==> config.mk <==
export PLATFORM = sky130hd
export DESIGN_NAME = axis_m_out_if
export DESIGN_NICKNAME = d
export VERILOG_FILES = /design/src/rtl/axis_m_out_if.sv
export SDC_FILE = /design/constraint.sdc
export NUM_CORES = 1
export LEC_CHECK = 0
export ABC_AREA = 1
export CAP_MARGIN = 10
export CELL_PAD_IN_SITES_DETAIL_PLACEMENT = 1
export CELL_PAD_IN_SITES_GLOBAL_PLACEMENT = 1
export CORE_UTILIZATION = 52
export CTS_BUF_LIST = sky130_fd_sc_hd__clkbuf_16
export CTS_CLUSTER_DIAMETER = 80
export DETAILED_ROUTE_END_ITERATION = 10
export PLACE_DENSITY_LB_ADDON = 0.05
export SYNTH_ARGS = -nofsm -noshare
export SYNTH_HDL_FRONTEND = slang
export SYNTH_SLANG_ARGS = --single-unit
==> constraint.sdc <==
create_clock -name clk -period 11.6 [get_ports clk]
set_input_delay 1.74 -clock clk [delete_from_list [all_inputs] [get_ports clk]]
set_output_delay 1.74 -clock clk [all_outputs]
set_load 0.01 [all_outputs]
==> src/rtl/axis_m_out_if.sv <==
// AXI4-Stream master output stage of the FFT core.
// Reads every result word from output memory, splits it into two beats,
// buffers the beats in a small FIFO and streams them out with TLAST.
//
// Ports:
//   clk, rst                  clock, async active-high reset
//   start_i                   pulse: results ready in output memory
//   busy_o, done_o            transfer in progress / finished pulse
//   mem_rd_en_o/addr_o/data_i output memory read port (1-cycle latency)
//   m_axis_*                  AXI4-Stream master (tdata/tvalid/tready/tlast)
module axis_m_out_if #(
    parameter int VLW_WDT           = 64,
    parameter int M_TDATA_WDT       = 32,
    parameter int M_FIFO_SIZE       = 16,
    parameter int C_FFT_SIZE_LOG2   = 12,
    parameter int OUTPUT_MEM_OFFSET = 0
) (
    input  logic                       clk,
    input  logic                       rst,
    input  logic                       start_i,
    output logic                       busy_o,
    output logic                       done_o,
    output logic                       mem_rd_en_o,
    output logic [C_FFT_SIZE_LOG2-1:0] mem_rd_addr_o,
    input  logic [VLW_WDT-1:0]         mem_rd_data_i,
    output logic [M_TDATA_WDT-1:0]     m_axis_tdata_o,
    output logic                       m_axis_tvalid_o,
    input  logic                       m_axis_tready_i,
    output logic                       m_axis_tlast_o
);

    localparam int AW = $clog2(M_FIFO_SIZE);
    localparam int CW = AW + 1;
    localparam int BW = C_FFT_SIZE_LOG2 + 1;

    localparam logic [C_FFT_SIZE_LOG2-1:0] OFFS =
        C_FFT_SIZE_LOG2'(OUTPUT_MEM_OFFSET);
    localparam logic [C_FFT_SIZE_LOG2-1:0] LAST_WORD = '1;
    localparam logic [BW-1:0]              LAST_BEAT = '1;

    typedef enum logic [1:0] {
        IDLE,
        READ,
        DRAIN
    } state_t;

    state_t                     state;
    logic [C_FFT_SIZE_LOG2-1:0] word_idx;
    logic [BW-1:0]              beat_cnt;
    logic                       inflight;
    logic [AW-1:0]              wr_ptr;
    logic [AW-1:0]              rd_ptr;
    logic [CW-1:0]              fifo_count;
    logic [M_TDATA_WDT-1:0]     fifo_mem [M_FIFO_SIZE];

    logic rd_ok;
    logic pop;
    logic last_head;

    // Reserve room for the word already in flight plus the one issued now,
    // so the two-beat write can never overflow the FIFO.
    assign rd_ok = (state == READ) &&
                   ((32'(fifo_count) + (inflight ? 32'd2 : 32'd0) + 32'd2)
                    <= 32'(M_FIFO_SIZE));

    assign m_axis_tvalid_o = (fifo_count != '0);
    assign pop             = m_axis_tvalid_o && m_axis_tready_i;
    assign last_head       = (beat_cnt == LAST_BEAT);
    assign m_axis_tlast_o  = m_axis_tvalid_o && last_head;
    assign m_axis_tdata_o  = m_axis_tvalid_o ? fifo_mem[rd_ptr] : '0;

    assign mem_rd_en_o   = rd_ok;
    assign mem_rd_addr_o = rd_ok ? (OFFS + word_idx) : '0;
    assign busy_o        = (state != IDLE);

    always_ff @(posedge clk or posedge rst) begin
        if (rst) begin
            state    <= IDLE;
            word_idx <= '0;
            beat_cnt <= '0;
            done_o   <= 1'b0;
        end else begin
            done_o <= 1'b0;
            if (pop)
                beat_cnt <= beat_cnt + 1'b1;
            unique case (state)
                IDLE: begin
                    if (start_i) begin
                        state    <= READ;
                        word_idx <= '0;
                        beat_cnt <= '0;
                    end
                end
                READ: begin
                    if (rd_ok) begin
                        word_idx <= word_idx + 1'b1;
                        if (word_idx == LAST_WORD)
                            state <= DRAIN;
                    end
                end
                DRAIN: begin
                    if (pop && last_head) begin
                        state  <= IDLE;
                        done_o <= 1'b1;
                    end
                end
                default: state <= IDLE;
            endcase
        end
    end

    // inflight marks the cycle in which read data is valid on mem_rd_data_i.
    always_ff @(posedge clk or posedge rst) begin
        if (rst) begin
            inflight   <= 1'b0;
            wr_ptr     <= '0;
            rd_ptr     <= '0;
            fifo_count <= '0;
        end else begin
            inflight <= rd_ok;
            if (inflight)
                wr_ptr <= wr_ptr + AW'(2);
            if (pop)
                rd_ptr <= rd_ptr + AW'(1);
            fifo_count <= fifo_count
                        + (inflight ? CW'(2) : CW'(0))
                        - (pop ? CW'(1) : CW'(0));
        end
    end

    // wr_ptr is always even, so the two halves never collide.
    always_ff @(posedge clk) begin
        if (inflight) begin
            fifo_mem[wr_ptr]         <= mem_rd_data_i[M_TDATA_WDT-1:0];
            fifo_mem[wr_ptr + AW'(1)] <= mem_rd_data_i[VLW_WDT-1:M_TDATA_WDT];
        end
    end

    fifo_no_overflow: assert property (
        @(posedge clk) disable iff (rst)
        inflight |-> ((32'(fifo_count) + 32'd2 - (pop ? 32'd1 : 32'd0))
                      <= 32'(M_FIFO_SIZE))
    );

endmodule

# Word-level counts from Yosys, hierarchy flattened
# Memory sizes are Yosys's and may differ from the RTL's.
# Cells that the tools add are included.
# Widths: inputs -> output; s select.
totals:
  register_bits: 42
  memories: 1
  input_bits: 68
  word_cells: 57
  ramBits: 512
classes:
  n_eq_ne: 8
  n_mux: 20
  add_sub_neg: 9
  magnitude_cmp: 1
  reduce_logical: 10
mem_list:
  columns: ["memory", "words", "word_bits", "read_ports", "rd_clocked_by_memory_dff", "write_ports", "line_no", "text"]
  rows:
  - ["fifo_mem", 16, 32, 1, 0, 2, "54", "logic [M_TDATA_WDT-1:0] fifo_mem [M_FIFO_SIZE];"]
op_table:
  columns: ["cell", "count"]
  rows:
  - ["$mux 13", 3]
  - ["$mux 12", 3]
  - ["$mux 32", 1]
  - ["$pmux 12 s2", 1]
  - ["$add 13x1->13 const B", 1]
  - ["$eq 13x13->1 const B", 1]
  - ["$add 12x1->12 const B", 1]
  - ["$eq 12x12->1 const B", 1]
  - ["$mux 2", 6]
  - ["$add 4x1->4 const B", 2]
  - ["$add 6x2->7 const B", 1]
  - ["$le 7x5->1 const B", 1]
  - ["$add 5x2->6", 1]
  - ["$ne 2x2->1 const B", 3]
  - ["$pmux 2 s3", 1]
  - ["$add 5x2->5", 1]
  - ["$mux 1", 5]
  - ["$reduce_bool 5->1", 1]
  - ["$sub 5x1->5", 1]
  - ["$add 4x2->4 const B", 1]
  - ["$logic_and 1x1->1", 4]
  - ["$reduce_and 4->1", 1]
  - ["$reduce_bool 2->1", 2]
  - ["$reduce_and 3->1", 1]
  - ["4 further kinds", 4]

# Logic depth before layout (Yosys ltp)
# Gate-level depths: netlist of the first run.
depth:
  word_depth: 7
  ltp_mapped: 15
  depth_no_buf: 14

# Least setup slack after synthesis of the first run
# No wires, ideal clock.
synth_path:
  kind: "register to register"
  startpoint: "reg inflight"
  endpoint: "mem fifo_mem[0][0], enable pin"
  path_stages_with_launch: 4
  synth_period_minus_slack_ps: 3925
  path_slack_ps: 7675
  arrival_time_ps: 3439
  path_buffers: 0
  setup_ps: 486
  cell_sequence: "dfrtp_1 -> inv_1 -> or2_2 -> nor2_1"
synth_rtl:
  columns: ["item", "line_no", "text"]
  rows:
  - ["start, declared", "50", "logic inflight;"]
  - ["start signal, assigned", "120", "inflight <= rd_ok;"]
  - ["end, declared", "54", null]

# Worst setup path in the final report of the first run
layout_path:
  startpoint: "reg rd_ptr[0]"
  endpoint: "out m_axis_tdata_o[29]"
layout_via:
  elab_chain_cells: 2
layout_lines:
  columns: ["item", "line_no", "text"]
  rows:
  - ["start, declared", "52", "logic [AW-1:0] rd_ptr;"]
  - ["start signal, assigned", "124", "rd_ptr <= rd_ptr + AW'(1);"]
  - ["$mem_v2 16x32", null, null]
  - ["$mux 32", "70", "assign m_axis_tdata_o = m_axis_tvalid_o ? fifo_mem[rd_ptr] : '0;"]
  - ["end, declared", "26", "output logic [M_TDATA_WDT-1:0] m_axis_tdata_o,"]
# No other way between the ends.

==> key figures, run 1 <==
Min path
  – Worst min-delay path class: flip-flop to flip-flop

Worst setup path
  – Worst setup SP type: flip-flop
  – Crit Path Category: flip-flop to output port
  – Critical path capture point type: output port
  – Worst-path maximum fanout: 85
  – CP Data Arrival Time: 4650 ps
  – CP required: 9860 ps

Finish
  – Final core utilization: 60.5%
  – Share of cells above drive strength 1: 5.02%
  – Register area: 16,400 sq um
  – Multi-input gate area: 5840 sq um
  – P&R area growth vs syn: 13.7%
  – Fillers: 4,774
  – Nets: 2,431

Placed design
  – Final Wtd Congestion: 0.769
  – Input/output buffers: 116
  – Pre-CTS WS: 5870 ps
  – Final HPWL DP: 32,100 microns

Routing
  – Via/cell ratio: 5.52
  – Detailed Routing Iterations Pass 1: 6
  – Routed len/inst: 20.9 microns
  – Drt drc: 0
  – Total vias in the final route: 16,500
  – ANT nets after route: 0
  – Initial DRC count: 1,143
  – DRT Wirelength: 62,300 microns

STA
  – Final Max Slew Viols: 0
  – Final setup margin: 5210 ps
  – RSZ-0062 raised after global routing: false
  – Max Fclk: 157 MHz
  – Final period util: 55.0%
  – Hold Violations, Final: 0
  – Worst slew pin tran: 1160 ps
  – Normalized max-slew margin: 22.5%
  – Clock period minus worst slack: 6390 ps
  – TNS Setup: 0 ps
  – Final clock skew: 9.57 ps
  – Setup-failing EPs final: 0

Logic synthesis
  – Post-synth top area share: 64.7%
  – Gate Count Post-Synth: 2,267
  – Synth top area cells: edfxtp_1, nand2_1, nand3_1, dfrtp_1, inv_1
  – Register bit total from synthesis: 553
  – Post-synthesis sequential area ratio: 69.0%
  – Avg Cell Area, Syn: 10.5 sq um
  – Area leader, netlist: edfxtp_1
  – Post-Syn Nets: 2,349
  – Post-Syn Area: 23,800 sq um
  – YS warnings: 0
  – Synth unique cells: 29

Clock tree
  – CTS buffer count: 56
  – Maximum root-to-sink buffer count: 3
  – Clk slew on worst S/H paths: 60 ps
  – CTS H-tree depth: 2
  – Clk_lat worst skew: 610 ps
  – Hold_buf cts: 0
  – Clock Sinks: 553
  – Post-CTS Setup Repair Bufs: 0
  – # resized after CTS: 0
  – Clock root cell: clkbuf_16
  – CTS tree: yes

Die
  – Initial Util: 53.2%
  – Die Area: 46,600 sq um
  – I/O pin total: 117
  – Placement Rows: 77
  – Chip height: 216 microns
  – CORE AREA: 44,700 sq um
  – Die width: 216 microns

Power and ir drop
  – Clock power share: 23.9%
  – Part of the power in registers: 38.0%
  – Sw frac: 38.4%
  – Maximum vdd drop: 0.000323 V
  – Leakage Power: 11.0 nW
  – PD cells: 272 nW/um^2
  – Sw power: 0.00282 W
  – Pint: 0.00453 W
  – Gate power share: 38.0%

GRT
  – Vias in the first global route: 17,800
  – First-pass GRT wire length: 98,000 microns
  – Initial antenna violation count: 2
  – Largest net degree at the start of global routing: 177
  – Overall routing resource usage: 27.3%
  – Overflow after GRT: 0

Flow run
  – MaxCap Viol Count: 0

Status
  – Status: completed
layer usage:
layer	up-vias	share of wire (%)	global-route usage [%]
met5	-	0.018	0
met4	2	2.4	7.87
met3	113	4.3	4.10
met2	361	52	49.6
met1	8368	41	33.6
li1	7627	-	-
cell usage in the layout (no fill, tap or decap), types with 5 or more instances in the layout:
cell,netlist,routed
a21oi_1,42,42
buf_4,10,22
bufinv_16,0,6
clkbuf_16,0,57
clkdlybuf4s50_1,0,116
clkinv_1,0,6
clkinv_2,1,14
dfrtp_1,41,37
edfxtp_1,512,512
ha_1,13,13
inv_1,248,261
nand2_1,783,783
nand3_1,311,311
nand4_1,5,5
nor2_1,124,116
nor2_4,0,8
o21ai_0,47,47
o21ai_1,8,8
xor2_1,6,6
logic make-up after synthesis:
logic type	Yosys count	synth area share [%]
and+or+nand+nor	1230	21.2
DFF	553	69.0
buffers and inverters	364	6.72
AOI/OAI and AO/OA	99	2.10
adders and majority gates	14	0.768
xor gates and xnor gates	7	0.258
cell type report:
cell class | count | area share (%)
antenna | 1 | 0.00926
clock buffer | 57 | 5.28
clock inverter | 42 | 1.24
inverter | 250 | 3.50
multi-input combinational | 1350 | 21.6
sequential | 553 | 60.7
tap | 592 | 2.74
timing repair buffer | 138 | 4.91
stage by stage:
step,power (W),cells,hold slack [ps],area (sq um)
floorplan,0.00461,2267,484,23800
global placement,0.00548,2883,512,25300
CTS,0.00741,2982,544,27000
finish,0.00735,2983,544,27000
global route,0.00777,2983,574,27000
detailed placement,0.00561,2883,533,25300
Yosys cell counts, drive strengths merged:
cell and instances:
nand3 312, dfrtp 41, nor2 124, clkbuf 25
clkinv 1, a31oi 1, fa 1, edfxtp 512
xor2 6, nand4 5, nor4 1, a21oi 42
or2 2, nor3 2, a21boi 1, buf 89
xnor2 1, nand2 784, inv 249, o21ai 55
ha 13
state kept, by name, indices dropped and copies added, names as in the netlist:
signal      flops
state           2
fifo_count      5
wr_ptr          3
inflight        1
done_o          1
beat_cnt       13
rd_ptr          4
fifo_mem      512
word_idx       12
worst max-delay path, stage by stage (launching register included):
cell and delay, ps:
dfrtp_4 770, buf_4 900, buf_4 850, nand2_1 100
nand2_1 100, nand2_1 60, nand3_1 110, nand3_1 100
a21oi_1 340, clkdlybuf4s50_1 610
power groups by stage:
stage / registers (W) / logic [W] / clock network (W)
floorplan: 0.00277 / 0.00184 / 0
global placement: 0.00281 / 0.00267 / 0
detailed placement: 0.00283 / 0.00278 / 0
CTS: 0.00280 / 0.00283 / 0.00179
global route: 0.00283 / 0.00308 / 0.00185
finish: 0.00279 / 0.00280 / 0.00176
worst paths after layout:
check | start | to | slack, ps | depth (start not counted)
max | rd_ptr[0] | m_axis_tdata_o[29] | 5210 | 9
min | beat_cnt[10] | beat_cnt[10] | 540 | 2
max reg2reg | inflight | word_idx[11] | 8930 | 12
min reg2reg | beat_cnt[10] | beat_cnt[10] | 540 | 2
max in group asynchronous | rst | rd_ptr[1] | 9570 | 3
min in group asynchronous | rst | beat_cnt[11] | 1590 | 3
(Power assumes the default switching activity.)
==> inputs of run 2 (changes only) <==
--- a/config.mk
+++ b/config.mk
@@ -9,7 +9,7 @@
 export CAP_MARGIN = 10
 export CELL_PAD_IN_SITES_DETAIL_PLACEMENT = 1
 export CELL_PAD_IN_SITES_GLOBAL_PLACEMENT = 1
-export CORE_UTILIZATION = 52
+export CORE_UTILIZATION = 43
 export CTS_BUF_LIST = sky130_fd_sc_hd__clkbuf_16
 export CTS_CLUSTER_DIAMETER = 80
 export DETAILED_ROUTE_END_ITERATION = 10
==> constraint.sdc (replaced) <==
create_clock -name clk -period 5.75 [get_ports clk]
set_input_delay 0.8625 -clock clk [delete_from_list [all_inputs] [get_ports clk]]
set_output_delay 0.8625 -clock clk [all_outputs]
set_load 0.01 [all_outputs]
==> run 2 against run 1 <==
  * Cell area is 1.1% higher
  * Die area is 21% higher
  * Wire length is 1.1% lower
  * Global-route usage is 4.8 points lower
  * Clock skew is 1.4 ps higher
  * Critical path depth stayed put
  * Sequential power is 100% higher
  * Worst setup slack worse by 4300 ps
  * Via count is 2.4% lower
  * Critical path type unchanged
  * Critical endpoint is now m_axis_tdata_o[30]
  * Largest cell class unchanged
==> key figures, run 2 (synthesis gave the netlist of run 1 again) <==
Clock tree
  – CTS tree: yes
  – Clock Sinks: 553 (unchanged)
  – Maximum root-to-sink buffer count: 3 (unchanged)
  – Clk slew on worst S/H paths: 60 ps (about the same)
  – CTS buffer count: 59 (+5.4%)
  – CTS H-tree depth: 2 (unchanged)
  – Post-CTS Setup Repair Bufs: 0 (unchanged)
  – Hold_buf cts: 0 (unchanged)
  – Clk_lat worst skew: 610 ps (about the same)
  – # resized after CTS: 0 (unchanged)
  – Clock root cell: clkbuf_16

GRT
  – Initial antenna violation count: 3 (+1)
  – Vias in the first global route: 17,200 (-3.2%)
  – First-pass GRT wire length: 97,000 microns (-1.0%)
  – Overall routing resource usage: 22.5% (-4.8 points)
  – Overflow after GRT: 0 (unchanged)
  – Largest net degree at the start of global routing: 127 (-28%)

Finish
  – Top flop regs: fifo_mem (512), beat_cnt (13), word_idx (12)
  – Cell Count, Final, Fillers Out: 3,104 (+4.1%)
  – Share of cells above drive strength 1: 5.48% (+0.46 points)
  – Most frequent cells in the layout: nand2_1, edfxtp_1, nand3_1
  – Nets: 2,440 (+0.37%)
  – P&R area growth vs syn: 14.9%
  – Max reg flops: 512 (unchanged)
  – Largest reg by FF count: fifo_mem
  – Most common cell after layout, fill and taps aside: nand2_1
  – Final core utilization: 50.4% (-10 points)

STA
  – Worst slew pin tran: 1070 ps (-96.4 ps)
  – Final Max Slew Viols: 0 (unchanged)
  – Setup-failing EPs final: 0 (unchanged)
  – Hold Violations, Final: 0 (unchanged)
  – RSZ-0062 raised after global routing: false
  – TNS Setup: 0 ps (unchanged)
  – Clock period minus worst slack: 4860 ps
  – Final clock skew: 11.0 ps (+1.44 ps)
  – Max Fclk: 206 MHz
  – Hold_ws: 546 ps (+1.68 ps)
  – Normalized max-slew margin: 28.8% (+6.3 points)
  – Final period util: 84.6%

Min path
  – Hold Crit Depth: 2 (unchanged)
  – Hold EP: wr_ptr[1]
  – Hold_sp: wr_ptr[1]
  – Worst min-delay path class: flip-flop to flip-flop

Worst setup path
  – Worst setup SP type: flip-flop
  – Reg-to-reg endpoint: fifo_mem[9][7]
  – Crit Path Category: flip-flop to output port
  – Cell mode on critical path: nand2_1
  – Worst path slowest cell: dfrtp_4
  – Reg-to-reg slack, setup: 3010 ps (-5920 ps)
  – RR Startpoint: inflight
  – CP Data Arrival Time: 4000 ps (-650 ps)
  – Worst Reg-to-Reg Cells: 4 (-8)
  – CP required: 4890 ps (-4970 ps)
  – CP Cell Sequence: inv_8 > buf_4 > nand2_1 > nand2_1 > nand2_1 > nand3_1 > nand3_1 > a21oi_1 > clkdlybuf4s50_1
  – Critical path capture point type: output port
  – Max incr delay on CP: 830 ps (-70 ps)
  – Worst-path maximum fanout: 113 (+33%)

Routing
  – Met3 WL post-DR: 2300 microns (-13%)
  – Detailed Routing Iterations Pass 1: 5 (-1)
  – Routed wl met2: 30,800 microns (-4.6%)
  – DRT Wirelength: 61,600 microns (-1.1%)
  – Routed len/inst: 19.9 microns (-4.9%)
  – Initial DRC count: 879 (-23%)
  – Met1 Wirelength: 26,900 microns (+4.1%)
  – ANT nets after route: 0 (unchanged)
  – Total vias in the final route: 16,100 (-2.4%)
  – Via/cell ratio: 5.18 (-6.2%)
  – Top Layer Used: met5
  – Drt drc: 0 (unchanged)

Die
  – CORE AREA: 54,200 sq um (+21%)
  – Die Area: 56,200 sq um (+21%)
  – Chip height: 237 microns (+9.9%)
  – I/O pin total: 117 (unchanged)
  – Die width: 237 microns (+9.9%)
  – Initial Util: 43.8% (-9.4 points)
  – Placement Rows: 85 (+10%)

Flow run
  – MaxCap Viol Count: 0 (unchanged)

Power and ir drop
  – PD cells: 545 nW/um^2 (+100%)
  – Maximum vdd drop: 0.000287 V (-11%)
  – Clock power share: 24.9% (+1.0 points)
  – Leakage Power: 11.1 nW (+0.39%)
  – Sw power: 0.00568 W (+100%)
  – Pint: 0.00922 W (+100%)
  – Power after layout: 0.0149 W (+100%)
  – Gate power share: 36.9% (-1.1 points)
  – Sw frac: 38.1% (-0.28 points)
  – Part of the power in registers: 38.3% (+0.3 points)

Placed design
  – Placed Cells: 2,993 (+3.8%)
  – Final Wtd Congestion: 0.739 (-4.0%)
  – Final HPWL DP: 33,700 microns (+5.0%)
  – Input/output buffers: 116 (unchanged)

Status
  – Status: completed
[run 2: power by group through the flow]
| stage | combinational, W | clock, W | sequential (W) |
|---|---|---|---|
| 2_1_floorplan | 0.00371 | 0 | 0.00558 |
| 3_3_place_gp | 0.00541 | 0 | 0.00576 |
| 3_5_place_dp | 0.00557 | 0 | 0.00579 |
| 4_1_cts | 0.00562 | 0.00378 | 0.00572 |
| 5_1_grt | 0.00619 | 0.00393 | 0.00578 |
| 6_report | 0.00549 | 0.00370 | 0.00570 |
[run 2: area by class of cell]
type                       count  area, sq um
antenna                        1         2.50
clock buffer                  59         1480
clock inverter                51          395
fill                        5851        26900
inverter                     250          948
multi-input combinational   1350         5840
sequential                   553        16400
tap                          696          871
timing repair buffer         144         1380
[run 2: stage by stage]
step | area (sq um) | setup WS (ps)
finish | 27300 | 886
global route | 27300 | 615
CTS | 27300 | 816
detailed placement | 25500 | 1500
global placement | 25500 | 1540
floorplan | 23800 | 1820
[run 2: how the worst max path moves through the flow]
stage,from,to,slack [ps],cells past startpoint
after global placement,rd_ptr[0],m_axis_tdata_o[2],1540,9
after detailed placement,rd_ptr[0],m_axis_tdata_o[2],1500,9
after floorplan,inflight,fifo_mem[0][0],1820,3
final,rd_ptr[0],m_axis_tdata_o[30],890,9
after global routing,rd_ptr[0],m_axis_tdata_o[30],620,9
after CTS,rd_ptr[0],m_axis_tdata_o[2],820,9
[run 2: routing by layer]
| metal | track usage (%) | up-vias |
|---|---|---|
| li1 | - | 7659 |
| met1 | 28.7 | 8028 |
| met2 | 39.6 | 279 |
| met3 | 2.98 | 103 |
| met4 | 7.51 | 4 |
| met5 | 0 | - |
[run 2: critical path: cells and delay by family (launching register included)]
kind                   cells  cell delay [ps]
AO/OA/AOI/OAI              1              280
buffers and inverters      3             1680
flip-flops                 1              830
AND/OR/NAND/NOR            5              440
==> inputs of run 3 (changes only) <==
--- a/config.mk
+++ b/config.mk
@@ -9,7 +9,7 @@
 export CAP_MARGIN = 10
 export CELL_PAD_IN_SITES_DETAIL_PLACEMENT = 1
 export CELL_PAD_IN_SITES_GLOBAL_PLACEMENT = 1
-export CORE_UTILIZATION = 43
+export CORE_UTILIZATION = 48
 export CTS_BUF_LIST = sky130_fd_sc_hd__clkbuf_16
 export CTS_CLUSTER_DIAMETER = 80
 export DETAILED_ROUTE_END_ITERATION = 10
==> constraint.sdc (replaced) <==
create_clock -name clk -period 4.9 [get_ports clk]
set_input_delay 0.735 -clock clk [delete_from_list [all_inputs] [get_ports clk]]
set_output_delay 0.735 -clock clk [all_outputs]
set_load 0.01 [all_outputs]
==> run 3 against run 2 <==
  * Die area fell by 10%
  * Non-clock buffer count rose by 10
  * Sequential share of layout area grew 0.069 points
  * Total power rose by 17%
  * Critical endpoint is now m_axis_tdata_o[20]
  * Largest power group is now combinational cells
==> key figures, run 3 (synthesis gave the netlist of run 1 again) <==
Status
  – Status: completed

Worst setup path
  – CP required: 4160 ps (-730 ps)
  – Crit Path Category: flip-flop to output port
  – Max incr delay on CP: 590 ps (-240 ps)
  – Reg-to-reg slack, setup: 2200 ps (-810 ps)
  – Worst setup SP type: flip-flop
  – CP Cell Sequence: inv_8 > buf_4 > nand2_1 > nand2_1 > nand2_1 > nand3_1 > nand3_1 > a21oi_1 > clkdlybuf4s50_1
  – Worst Reg-to-Reg Cells: 4 (unchanged)
  – Worst-path maximum fanout: 101 (-11%)
  – Critical path capture point type: output port
  – Cell mode on critical path: nand2_1
  – Worst path slowest cell: clkdlybuf4s50_1
  – CP Data Arrival Time: 3460 ps (-540 ps)

Placed design
  – Final HPWL DP: 34,800 microns (+3.1%)
  – Final Wtd Congestion: 0.774 (+4.8%)
  – Placed Cells: 2,971 (-0.74%)
  – Input/output buffers: 116 (unchanged)
  – DP Area: 25,500 sq um (+0.19%)

Clock tree
  – CTS buffer count: 58 (-1.7%)
  – Clk_lat worst skew: 620 ps (about the same)
  – CTS tree: yes
  – Post-CTS Setup Repair Bufs: 0 (unchanged)
  – Maximum root-to-sink buffer count: 3 (unchanged)
  – Clock root cell: clkbuf_16
  – CTS H-tree depth: 2 (unchanged)
  – Clock Sinks: 553 (unchanged)
  – Clk slew on worst S/H paths: 60 ps (about the same)
  – Hold_buf cts: 0 (unchanged)
  – # resized after CTS: 0 (unchanged)

GRT
  – Overflow after GRT: 0 (unchanged)
  – First-pass GRT wire length: 96,800 microns (-0.19%)
  – Initial antenna violation count: 2 (-1)
  – Largest net degree at the start of global routing: 211 (+66%)
  – Overall routing resource usage: 25.1% (+2.6 points)
  – Vias in the first global route: 17,400 (+1.1%)

Power and ir drop
  – PD cells: 639 nW/um^2 (+17%)
  – Leakage Power: 11.1 nW (+0.38%)
  – Maximum vdd drop: 0.000533 V (+86%)

Flow run
  – MaxCap Viol Count: 0 (unchanged)

Finish
  – Top flop regs: fifo_mem (512), beat_cnt (13), word_idx (12)
  – Most frequent cells in the layout: nand2_1, edfxtp_1, nand3_1
  – Nets: 2,449 (+0.37%)
  – Cell Count, Final, Fillers Out: 3,080 (-0.77%)
  – Fillers: 5,270 (-9.9%)
  – Most common cell after layout, fill and taps aside: nand2_1
  – Largest reg by FF count: fifo_mem
  – Final Instance Area: 27,300 sq um (-0.11%)
  – Share of cells above drive strength 1: 5.59% (+0.11 points)
  – Max reg flops: 512 (unchanged)
  – Final core utilization: 55.8% (+5.4 points)
  – P&R area growth vs syn: 14.8%

Routing
  – Total vias in the final route: 16,300 (+1.4%)
  – Detailed Routing Iterations Pass 1: 5 (unchanged)
  – Via/cell ratio: 5.29 (+2.2%)
  – ANT nets after route: 0 (unchanged)
  – Initial DRC count: 966 (+9.9%)
  – Drt drc: 0 (unchanged)
  – Routed len/inst: 20.1 microns (+1.2%)
  – DRT Wirelength: 61,900 microns (+0.44%)

STA
  – Final clock skew: 20.7 ps (+9.65 ps)
  – Normalized max-slew margin: 16.2% (-13 points)
  – Setup-failing EPs final: 0 (unchanged)
  – RSZ-0062 raised after global routing: false
  – Worst slew pin tran: 1250 ps (+188 ps)
  – Clock period minus worst slack: 4190 ps
  – TNS Setup: 0 ps (unchanged)
  – Final period util: 85.5%
  – Final Max Slew Viols: 0 (unchanged)
  – Max Fclk: 239 MHz
  – Hold Violations, Final: 0 (unchanged)

Die
  – CORE AREA: 49,000 sq um (-9.8%)
  – I/O pin total: 117 (unchanged)
  – Placement Rows: 81 (-4.7%)
  – Chip height: 225 microns (-5.3%)
  – Die Area: 50,400 sq um (-10%)
  – Die width: 225 microns (-5.3%)
  – Initial Util: 48.6% (+4.7 points)

Min path
  – Worst min-delay path class: flip-flop to flip-flop
  – Hold Crit Depth: 2 (unchanged)
## run 3: changes by cell type in the layout (fill, tap and decap cells not counted), sizes merged
| cell | change |
|---|---|
| bufinv | -2 |
| clkinvlp | -5 |
| clkinv | +4 |
| inv | +1 |
| buf | +10 |
## run 3: layout make-up
cell class | instances | area, sq um | share of cell area, %
clock inverters | 49 | 317 | 1.16
clock buffers | 59 | 1480 | 5.41
diodes | 1 | 2.50 | 0.00917
repair buffers | 154 | 1470 | 5.39
flip-flops and latches | 553 | 16400 | 60.1
inverters | 250 | 948 | 3.47
multi-input cells | 1350 | 5840 | 21.4
well taps | 664 | 831 | 3.04
## run 3: metal layers
layer  wire length [microns]  track usage, %  up-vias
li1                        -               -     7674
met1                   26900            32.1     8219
met2                   31200            44.6      311
met3                    2340            3.11       87
met4                    1380            7.48        2
met5                       9               0        -
## run 3: path summary, 6_finish.rpt
check / end / start
max: m_axis_tdata_o[20] / rd_ptr[0]
min: beat_cnt[10] / beat_cnt[10]
max reg2reg: fifo_mem[8][3] / inflight
min reg2reg: beat_cnt[10] / beat_cnt[10]
max in group asynchronous: rd_ptr[1] / rst
min in group asynchronous: beat_cnt[6] / rst
## run 3: per-stage QoR
| step | worst slack (ps) | total power [W] | hold WS, ps |
|---|---|---|---|
| 2_1_floorplan | 975 | 0.0109 | 484 |
| 3_3_place_gp | 1400 | 0.0131 | 513 |
| 3_5_place_dp | 1300 | 0.0134 | 536 |
| 4_1_cts | 653 | 0.0176 | 551 |
| 5_1_grt | 521 | 0.0185 | 587 |
| 6_report | 708 | 0.0175 | 543 |
## run 3: report_power, final
part	switching, W	internal, W	total, W
combinational	0.00454	0.00219	0.00673
sequential	0.000344	0.00619	0.00654
clock	0.00181	0.00238	0.00419
total	0.00670	0.0108	0.0175
## run 3: worst max-delay path: cells and delay by family (launching register included)
kind                   cells  cell delay (ps)
buffers and inverters      3             1560
DFF                        1              520
and+or+nand+nor            5              460
AOI/OAI and AO/OA          1              240
